**src/rtl/usrt_pkg.sv**
```systemverilog
// Shared USRT definitions: scheduler state encoding and default frame/baud
// constants, common to the transmit scheduler and the shift-register benches.
package usrt_pkg;

    localparam int DATA_W   = 8;   // frame payload width
    localparam int BAUD_W   = 14;  // baud divisor width
    localparam int BAUD_RST = 87;  // divisor out of reset

    typedef enum logic [1:0] {
        ST_IDLE = 2'd0,
        ST_SEND = 2'd1,
        ST_GAP  = 2'd2
    } usrt_state_e;

endpackage

```
**src/rtl/usrt_tx_sched_if.sv**
```systemverilog
// Host/requester/txshift-facing bundle of the transmit scheduler.
// slave  : scheduler view (requests, baud config and Pready in; Ready, Tx_*, status out)
// master : host/bench view (the mirror image)
interface usrt_tx_sched_if #(
    parameter int DATA_W = usrt_pkg::DATA_W,
    parameter int BAUD_W = usrt_pkg::BAUD_W
);
    logic [BAUD_W-1:0] i_Baud_Cfg;
    logic              i_Baud_Load;
    logic              i_Req0_Valid;
    logic              i_Req1_Valid;
    logic [DATA_W-1:0] i_Req0_Data;
    logic [DATA_W-1:0] i_Req1_Data;
    logic              o_Req0_Ready;
    logic              o_Req1_Ready;
    logic              o_Tx_Enable;
    logic [DATA_W-1:0] o_Tx_Data;
    logic [BAUD_W-1:0] o_Tx_Baud;
    logic              i_Tx_Pready;
    logic              o_Busy;
    logic [1:0]        o_Grant;
    logic              o_Timeout;
    logic [15:0]       o_Frame_Count;

    modport slave (
        input  i_Baud_Cfg, i_Baud_Load,
        input  i_Req0_Valid, i_Req1_Valid, i_Req0_Data, i_Req1_Data,
        input  i_Tx_Pready,
        output o_Req0_Ready, o_Req1_Ready,
        output o_Tx_Enable, o_Tx_Data, o_Tx_Baud,
        output o_Busy, o_Grant, o_Timeout, o_Frame_Count
    );

    modport master (
        output i_Baud_Cfg, i_Baud_Load,
        output i_Req0_Valid, i_Req1_Valid, i_Req0_Data, i_Req1_Data,
        output i_Tx_Pready,
        input  o_Req0_Ready, o_Req1_Ready,
        input  o_Tx_Enable, o_Tx_Data, o_Tx_Baud,
        input  o_Busy, o_Grant, o_Timeout, o_Frame_Count
    );
endinterface

```
**src/rtl/usrt_rr_arb2.sv**
```systemverilog
// Two-way round-robin arbiter.
// i_Valid   : request vector {req1, req0}
// i_Advance : a grant was consumed this cycle; remember the winner
// o_Grant   : one-hot pick (combinational), 0 when nobody requests
module usrt_rr_arb2 (
    input  logic       i_Pclk,
    input  logic       i_Presetn,
    input  logic [1:0] i_Valid,
    input  logic       i_Advance,
    output logic [1:0] o_Grant
);
    // Index of the last winner; starts at 1 so req0 takes the first tie.
    logic last_q;

    always_comb begin
        o_Grant = i_Valid;
        if (i_Valid == 2'b11) begin
            o_Grant = last_q ? 2'b01 : 2'b10;
        end
    end

    always_ff @(posedge i_Pclk or negedge i_Presetn) begin
        if (!i_Presetn) begin
            last_q <= 1'b1;
        end else if (i_Advance) begin
            last_q <= o_Grant[1];
        end
    end
endmodule

```
**src/rtl/usrt_tx_sched.sv**
```systemverilog
// USRT transmit scheduler: shares one txshift between two byte requesters,
// drives the Enable/Data/Pready handshake, owns the baud divisor register.
// Ports:
//   i_Pclk, i_Presetn : clock, async active-low reset
//   bus (slave)       : requester handshakes, baud config, txshift control,
//                       status (Busy, Grant, Timeout pulse, Frame_Count)
module usrt_tx_sched
    import usrt_pkg::*;
#(
    parameter int DATA_W     = usrt_pkg::DATA_W,
    parameter int BAUD_W     = usrt_pkg::BAUD_W,
    parameter int BAUD_RST   = usrt_pkg::BAUD_RST,
    parameter int TIMEOUT    = 2048,
    parameter int GAP_CYCLES = 1
) (
    input  logic           i_Pclk,
    input  logic           i_Presetn,
    usrt_tx_sched_if.slave bus
);
    localparam int TMO_W = (TIMEOUT > 1) ? $clog2(TIMEOUT) : 1;
    localparam int GAP_W = (GAP_CYCLES > 1) ? $clog2(GAP_CYCLES) : 1;
    localparam logic [TMO_W-1:0] TMO_LAST = TMO_W'(TIMEOUT - 1);
    localparam logic [GAP_W-1:0] GAP_LAST = GAP_W'(GAP_CYCLES - 1);

    usrt_state_e       state_q;
    logic [1:0]        pick;
    logic              accept;
    logic              prev_q;
    logic              rise_q;
    logic [TMO_W-1:0]  tmo_cnt_q;
    logic [GAP_W-1:0]  gap_cnt_q;
    logic              en_q;
    logic [DATA_W-1:0] data_q;
    logic [1:0]        grant_q;
    logic              tmo_q;
    logic [15:0]       frame_cnt_q;
    logic [BAUD_W-1:0] baud_q;
    logic [BAUD_W-1:0] baud_pend_q;
    logic              baud_pend_vld_q;
    logic              gap_done;

    usrt_rr_arb2 u_arb (
        .i_Pclk    (i_Pclk),
        .i_Presetn (i_Presetn),
        .i_Valid   ({bus.i_Req1_Valid, bus.i_Req0_Valid}),
        .i_Advance (accept),
        .o_Grant   (pick)
    );

    assign accept   = (state_q == ST_IDLE) && (pick != 2'b00);
    assign gap_done = (state_q == ST_GAP) && (gap_cnt_q == GAP_LAST);

    assign bus.o_Req0_Ready  = (state_q == ST_IDLE) & pick[0];
    assign bus.o_Req1_Ready  = (state_q == ST_IDLE) & pick[1];
    assign bus.o_Tx_Enable   = en_q;
    assign bus.o_Tx_Data     = data_q;
    assign bus.o_Tx_Baud     = baud_q;
    assign bus.o_Busy        = (state_q != ST_IDLE);
    assign bus.o_Grant       = grant_q;
    assign bus.o_Timeout     = tmo_q;
    assign bus.o_Frame_Count = frame_cnt_q;

    // Registered Pready edge detect. Masked outside SEND so a level that is
    // already high when the frame starts can never count as completion.
    always_ff @(posedge i_Pclk or negedge i_Presetn) begin
        if (!i_Presetn) begin
            prev_q <= 1'b0;
            rise_q <= 1'b0;
        end else begin
            prev_q <= bus.i_Tx_Pready;
            rise_q <= bus.i_Tx_Pready & ~prev_q & (state_q == ST_SEND);
        end
    end

    // Frame sequencer with registered outputs.
    always_ff @(posedge i_Pclk or negedge i_Presetn) begin
        if (!i_Presetn) begin
            state_q     <= ST_IDLE;
            en_q        <= 1'b0;
            data_q      <= '0;
            grant_q     <= 2'b00;
            tmo_q       <= 1'b0;
            tmo_cnt_q   <= '0;
            gap_cnt_q   <= '0;
            frame_cnt_q <= 16'd0;
        end else begin
            tmo_q <= 1'b0;
            case (state_q)
                ST_IDLE: begin
                    if (accept) begin
                        state_q   <= ST_SEND;
                        en_q      <= 1'b1;
                        data_q    <= pick[1] ? bus.i_Req1_Data : bus.i_Req0_Data;
                        grant_q   <= pick;
                        tmo_cnt_q <= '0;
                    end
                end
                ST_SEND: begin
                    if (rise_q || (tmo_cnt_q == TMO_LAST)) begin
                        state_q   <= ST_GAP;
                        en_q      <= 1'b0;
                        data_q    <= '0;
                        grant_q   <= 2'b00;
                        gap_cnt_q <= '0;
                        // Completion wins over an expiry in the same cycle.
                        if (rise_q) begin
                            frame_cnt_q <= frame_cnt_q + 16'd1;
                        end else begin
                            tmo_q <= 1'b1;
                        end
                    end else begin
                        tmo_cnt_q <= tmo_cnt_q + TMO_W'(1);
                    end
                end
                ST_GAP: begin
                    if (gap_done) begin
                        state_q <= ST_IDLE;
                    end else begin
                        gap_cnt_q <= gap_cnt_q + GAP_W'(1);
                    end
                end
                default: begin
                    state_q <= ST_IDLE;
                    en_q    <= 1'b0;
                    grant_q <= 2'b00;
                end
            endcase
        end
    end

    // Baud register: loads in IDLE apply immediately; loads during a frame
    // are parked (latest wins) and applied on the edge that re-enters IDLE,
    // so txshift never sees the divisor change mid-frame.
    always_ff @(posedge i_Pclk or negedge i_Presetn) begin
        if (!i_Presetn) begin
            baud_q          <= BAUD_W'(BAUD_RST);
            baud_pend_q     <= '0;
            baud_pend_vld_q <= 1'b0;
        end else if (state_q == ST_IDLE) begin
            if (bus.i_Baud_Load) begin
                baud_q <= bus.i_Baud_Cfg;
            end
        end else begin
            if (bus.i_Baud_Load) begin
                baud_pend_q     <= bus.i_Baud_Cfg;
                baud_pend_vld_q <= 1'b1;
            end
            if (gap_done) begin
                if (bus.i_Baud_Load) begin
                    baud_q <= bus.i_Baud_Cfg;
                end else if (baud_pend_vld_q) begin
                    baud_q <= baud_pend_q;
                end
                baud_pend_vld_q <= 1'b0;
            end
        end
    end
endmodule

```
**src/flat_wrapper.sv**
```systemverilog
// flat-port wrapper written by rule: the top's interface ports become plain ports
module usrt_tx_sched_flat import usrt_pkg::*;
#(
    parameter int DATA_W     = usrt_pkg::DATA_W,
    parameter int BAUD_W     = usrt_pkg::BAUD_W,
    parameter int BAUD_RST   = usrt_pkg::BAUD_RST,
    parameter int TIMEOUT    = 2048,
    parameter int GAP_CYCLES = 1
)
  (i_Pclk, i_Presetn, bus_i_Baud_Cfg, bus_i_Baud_Load, bus_i_Req0_Valid, bus_i_Req1_Valid, bus_i_Req0_Data, bus_i_Req1_Data, bus_i_Tx_Pready, bus_o_Req0_Ready, bus_o_Req1_Ready, bus_o_Tx_Enable, bus_o_Tx_Data, bus_o_Tx_Baud, bus_o_Busy, bus_o_Grant, bus_o_Timeout, bus_o_Frame_Count);
  usrt_tx_sched_if #(.DATA_W(DATA_W), .BAUD_W(BAUD_W)) bus_i ();
  input  logic i_Pclk;
  input  logic i_Presetn;
  input wire logic [$bits(bus_i.i_Baud_Cfg)-1:0] bus_i_Baud_Cfg;
  input wire logic [$bits(bus_i.i_Baud_Load)-1:0] bus_i_Baud_Load;
  input wire logic [$bits(bus_i.i_Req0_Valid)-1:0] bus_i_Req0_Valid;
  input wire logic [$bits(bus_i.i_Req1_Valid)-1:0] bus_i_Req1_Valid;
  input wire logic [$bits(bus_i.i_Req0_Data)-1:0] bus_i_Req0_Data;
  input wire logic [$bits(bus_i.i_Req1_Data)-1:0] bus_i_Req1_Data;
  input wire logic [$bits(bus_i.i_Tx_Pready)-1:0] bus_i_Tx_Pready;
  output wire logic [$bits(bus_i.o_Req0_Ready)-1:0] bus_o_Req0_Ready;
  output wire logic [$bits(bus_i.o_Req1_Ready)-1:0] bus_o_Req1_Ready;
  output wire logic [$bits(bus_i.o_Tx_Enable)-1:0] bus_o_Tx_Enable;
  output wire logic [$bits(bus_i.o_Tx_Data)-1:0] bus_o_Tx_Data;
  output wire logic [$bits(bus_i.o_Tx_Baud)-1:0] bus_o_Tx_Baud;
  output wire logic [$bits(bus_i.o_Busy)-1:0] bus_o_Busy;
  output wire logic [$bits(bus_i.o_Grant)-1:0] bus_o_Grant;
  output wire logic [$bits(bus_i.o_Timeout)-1:0] bus_o_Timeout;
  output wire logic [$bits(bus_i.o_Frame_Count)-1:0] bus_o_Frame_Count;
  assign bus_i.i_Baud_Cfg = bus_i_Baud_Cfg;
  assign bus_i.i_Baud_Load = bus_i_Baud_Load;
  assign bus_i.i_Req0_Valid = bus_i_Req0_Valid;
  assign bus_i.i_Req1_Valid = bus_i_Req1_Valid;
  assign bus_i.i_Req0_Data = bus_i_Req0_Data;
  assign bus_i.i_Req1_Data = bus_i_Req1_Data;
  assign bus_i.i_Tx_Pready = bus_i_Tx_Pready;
  assign bus_o_Req0_Ready = bus_i.o_Req0_Ready;
  assign bus_o_Req1_Ready = bus_i.o_Req1_Ready;
  assign bus_o_Tx_Enable = bus_i.o_Tx_Enable;
  assign bus_o_Tx_Data = bus_i.o_Tx_Data;
  assign bus_o_Tx_Baud = bus_i.o_Tx_Baud;
  assign bus_o_Busy = bus_i.o_Busy;
  assign bus_o_Grant = bus_i.o_Grant;
  assign bus_o_Timeout = bus_i.o_Timeout;
  assign bus_o_Frame_Count = bus_i.o_Frame_Count;
  usrt_tx_sched #(.DATA_W(DATA_W), .BAUD_W(BAUD_W), .BAUD_RST(BAUD_RST), .TIMEOUT(TIMEOUT), .GAP_CYCLES(GAP_CYCLES)) u_core (.i_Pclk(i_Pclk), .i_Presetn(i_Presetn), .bus(bus_i));
endmodule
```
**config.mk**
```make
export PLATFORM = sky130hd
export DESIGN_NAME = usrt_tx_sched_flat
export DESIGN_NICKNAME = d
export VERILOG_FILES = /design/src/rtl/usrt_pkg.sv /design/src/rtl/usrt_tx_sched_if.sv /design/src/rtl/usrt_rr_arb2.sv /design/src/rtl/usrt_tx_sched.sv /design/src/flat_wrapper.sv
export SDC_FILE = /design/constraint.sdc
export NUM_CORES = 1
export LEC_CHECK = 0
export ABC_CLOCK_PERIOD_IN_PS = 3000
export BUFFER_PORTS_ARGS = -buffer_cell sky130_fd_sc_hd__buf_2
export CAP_MARGIN = 10
export CORE_ASPECT_RATIO = 0.75
export CORE_MARGIN = 1
export CORE_UTILIZATION = 30
export DETAILED_ROUTE_END_ITERATION = 16
export PLACE_DENSITY_LB_ADDON = 0.08
export SYNTH_ARGS = -nofsm -noshare
export SYNTH_HDL_FRONTEND = slang
export SYNTH_HIERARCHICAL = 1
export SYNTH_SLANG_ARGS = --single-unit
export TNS_END_PERCENT = 100
```
**constraint.sdc**
```tcl
create_clock -name i_Pclk -period 3 [get_ports i_Pclk]
set_input_delay 0.3 -clock i_Pclk [delete_from_list [all_inputs] [get_ports i_Pclk]]
set_output_delay 0.3 -clock i_Pclk [all_outputs]
set_load 0.1 [all_outputs]
```
==> metrics <==
status=complete, no violations; Tmin final=2.12 ns; mux share of post-synthesis cell area=12.3%; Rows=33; unrepaired setup endpoints after global routing=false; Ant. Diodes=0; Fin Setup TNS=0 ns; Seq/Total Area, Yosys=55.0%; Top Ports=81; utilization of the core after routing=38.9%; CORE AREA=10900 um^2; min-delay src=bus_i_Tx_Pready; Total GRT Usage=13.7%; Layout Cells excl Fill=526; clk_lat worst skew=0.33 ns; WHS=roughly 0.087 ns; Worst Path Required=2.70 ns; post_cts resized=0; dpl cells=just over 500; fmax=between 400 and 500 MHz; Pint=0.00273 W; CTS tree=yes; die extent in x=125 um; Async SR Flop Fraction=100%; clock network power share=22.7%; Starting Density=30.9%; Leak=~2.1 nW; crit path from=u_core/u_arb/last_q; simple-gate share of the synthesized area=between 10 and 15%; Synth Area per Inst=approximately 11 um^2; via count=2451; hold_buf cts=0; Routed WL=approximately 7300 um; Yosys warning total=6; Die Height=93.9 um; top cell type's share of synthesized area=50.3%; Max Cap Viol=0; Slew Limit Fails=0; combinational share of power=47.2%; Post-Synth XOR/XNOR Area=3.89%; top_reg_cell synth=dfrtp_1; sw power=0.00264 W; total iterations of the first detailed-routing run=4; worst path arrival time=roughly 1.8 ns; initial antenna violation count=0; first-pass GRT wire length=12500 um; layout cell share with drive strength beyond 1=32.9%; full die area=roughly 12000 um^2; largest net degree at the start of global routing=75; Yosys reg bits=74; IR drop worst, VDD=0.699 mV; Max Root-Sink Buffers=2; Routed Antenna Nets=0; HPWL Detailed=around 5000 um; Synth Area in Adders=less than 1%; syn_nets=roughly 340; part of the cycle the worst path needs=between 70% and 80%; Crit Reg-Reg Startpoint=u_core/tmo_cnt_q[0]; Worst R2R End=u_core/bus.o_Tx_Data[7]; synth top area cells=dfrtp_1, mux2i_1, mux2_2; cells after synthesis=299; Pwr per Cell Area=around 1300 nW/um^2; DR iter-0 viols=189; CP Class=reg -> out; Max transition margin=37.7%; Worst Setup EP=bus_o_Req0_Ready; CTS HTree Levels=3; Crit Path Max Fanout=4; Sequential Power Share=30.2%; Worst Reg-to-Reg Cells=5; Port Buf Inserts=80; Syn Std Cell Area=about 3400 um^2; switching share of total power=around half; Tightest Hold Check Type=in -> reg; post-synthesis compound-gate area fraction=11.1%; CP Launch Type=flip-flop; vias per cell=between 4 and 5; Root Buffer=clkbuf_16; Setup violations, final=0; largest family of logic cells by synthesized area=simple AND/OR/NAND/NOR gates; wire per inst=between 10 and 15 um; r2r setup slk=0.89 ns; gpl congestion=0.718; Setup Buffers After CTS=0; Synth area leader=dfrtp_1; DR DRC count=0; vias in the first global route=~2400; Yosys cell types=50; final hold viol count=0; Layout area overhead=25.9%; clock sink count=74; Worst Skew=0.00641 ns; CTS Buf Count=9; total gr overflow=0; CP Capture Type=output pin; Clock Pin Slew Worst Setup and Hold Paths=0.06 ns; Worst Tran Pin Value=0.935 ns; Nets=419; EDFF count, synth=0
logic make-up after synthesis:
| logic type | Yosys count |
|---|---|
| muxes | 39 |
| DFF | 74 |
| AOI/OAI and AO/OA | 53 |
| adders and majority gates | 2 |
| buffers and inverters | 20 |
| xor gates and xnor gates | 15 |
| and+or+nand+nor | 96 |
final cells by class:
class | instances | area (um^2)
clock inverters | 5 | 103
flip-flops and latches | 74 | 1860
inverters | 8 | 30.0
well taps | 140 | 175
multi-input cells | 205 | 1430
clock buffers | 11 | 233
fillers | 1094 | 6680
repair buffers | 83 | 425
stage by stage:
step	power, W	area [um^2]	worst slack [ns]
global route	0.00567	4260	0.777
finish	0.00537	4260	0.881
global placement	0.00418	3920	0.958
floorplan	0.00375	3380	0.749
CTS	0.00545	4260	0.854
detailed placement	0.00419	3920	0.913
worst min-delay path by stage:
stage / end / depth (start not counted)
after floorplan: u_core/baud_pend_q[0] / 0
after global placement: u_core/rise_q / 1
after detailed placement: u_core/rise_q / 1
after CTS: u_core/prev_q / 1
after global routing: u_core/prev_q / 1
final: u_core/prev_q / 1
power groups by stage:
stage          sequential, W  combinational (W)  clock [W]
6_report             0.00162            0.00254    0.00122
2_1_floorplan        0.00282           0.000928          0
5_1_grt              0.00168            0.00268    0.00130
3_5_place_dp         0.00164            0.00256          0
3_3_place_gp         0.00163            0.00255          0
4_1_cts              0.00163            0.00256    0.00126
per-layer routing:
layer | vias up | global-route usage (%) | wire length (um)
li1 | 1234 | - | -
met1 | 1148 | 19.6 | 3960
met2 | 62 | 19.1 | 2930
met3 | 7 | 4.50 | 341
met4 | 0 | 5.12 | 82
met5 | - | 0 | 0
placed cells by master (no fill, tap or decap), types with 2 or more instances in the layout:
cell type and instances:
clkbuf_16 9, and2_1 2, buf_2 79, a21oi_1 8
and3_1 6, nand4_1 2, o2bb2ai_1 7, inv_1 8
ha_1 2, clkbuf_1 2, or2_2 2, nor2_1 10
bufinv_16 3, a21boi_0 2, a31oi_1 3, dfstp_2 6
xnor2_1 6, mux2_2 15, nand3_1 16, nor3_1 5
and4_1 2, mux2i_1 23, xor2_1 9, nand2_1 36
o21a_1 2, nor4_1 3, buf_4 4, dfrtp_1 68
or3_1 4, o21ai_0 19
flip-flops by register name (all words and copies together) (netlist names):
register	count
u_core/prev_q	1
u_core/bus.o_Tx_Baud	14
u_core/bus.o_Timeout	1
u_core/bus.o_Frame_Count	16
u_core/bus.o_Grant	2
u_core/state_q	2
u_core/bus.o_Tx_Enable	1
u_core/bus.o_Tx_Data	8
u_core/tmo_cnt_q	11
u_core/gap_cnt_q	1
u_core/rise_q	1
u_core/u_arb/last_q	1
u_core/baud_pend_vld_q	1
u_core/baud_pend_q	14
worst max-delay path, cell delays in order (launching register included):
cell and delay [ns]:
dfstp_2 0.55, inv_1 0.04, a21boi_0 0.16, buf_4 0.15, and2_1 0.15, buf_2 0.43
cell usage after synthesis, types with 3 or more instances:
cell type  number
mux2i_1        23
nor3_1          5
or3_1           4
buf_2           5
xnor2_1         6
and3_1          6
nor2_1         10
nand2_1        36
a31oi_1         3
nand3_1        16
dfstp_2         6
o2bb2ai_1       7
xor2_1          9
mux2_2         15
clkbuf_1        4
o21ai_0        19
nor4_1          3
a21oi_1         8
dfrtp_1        68
inv_1           8
(Power assumes the default switching activity.)
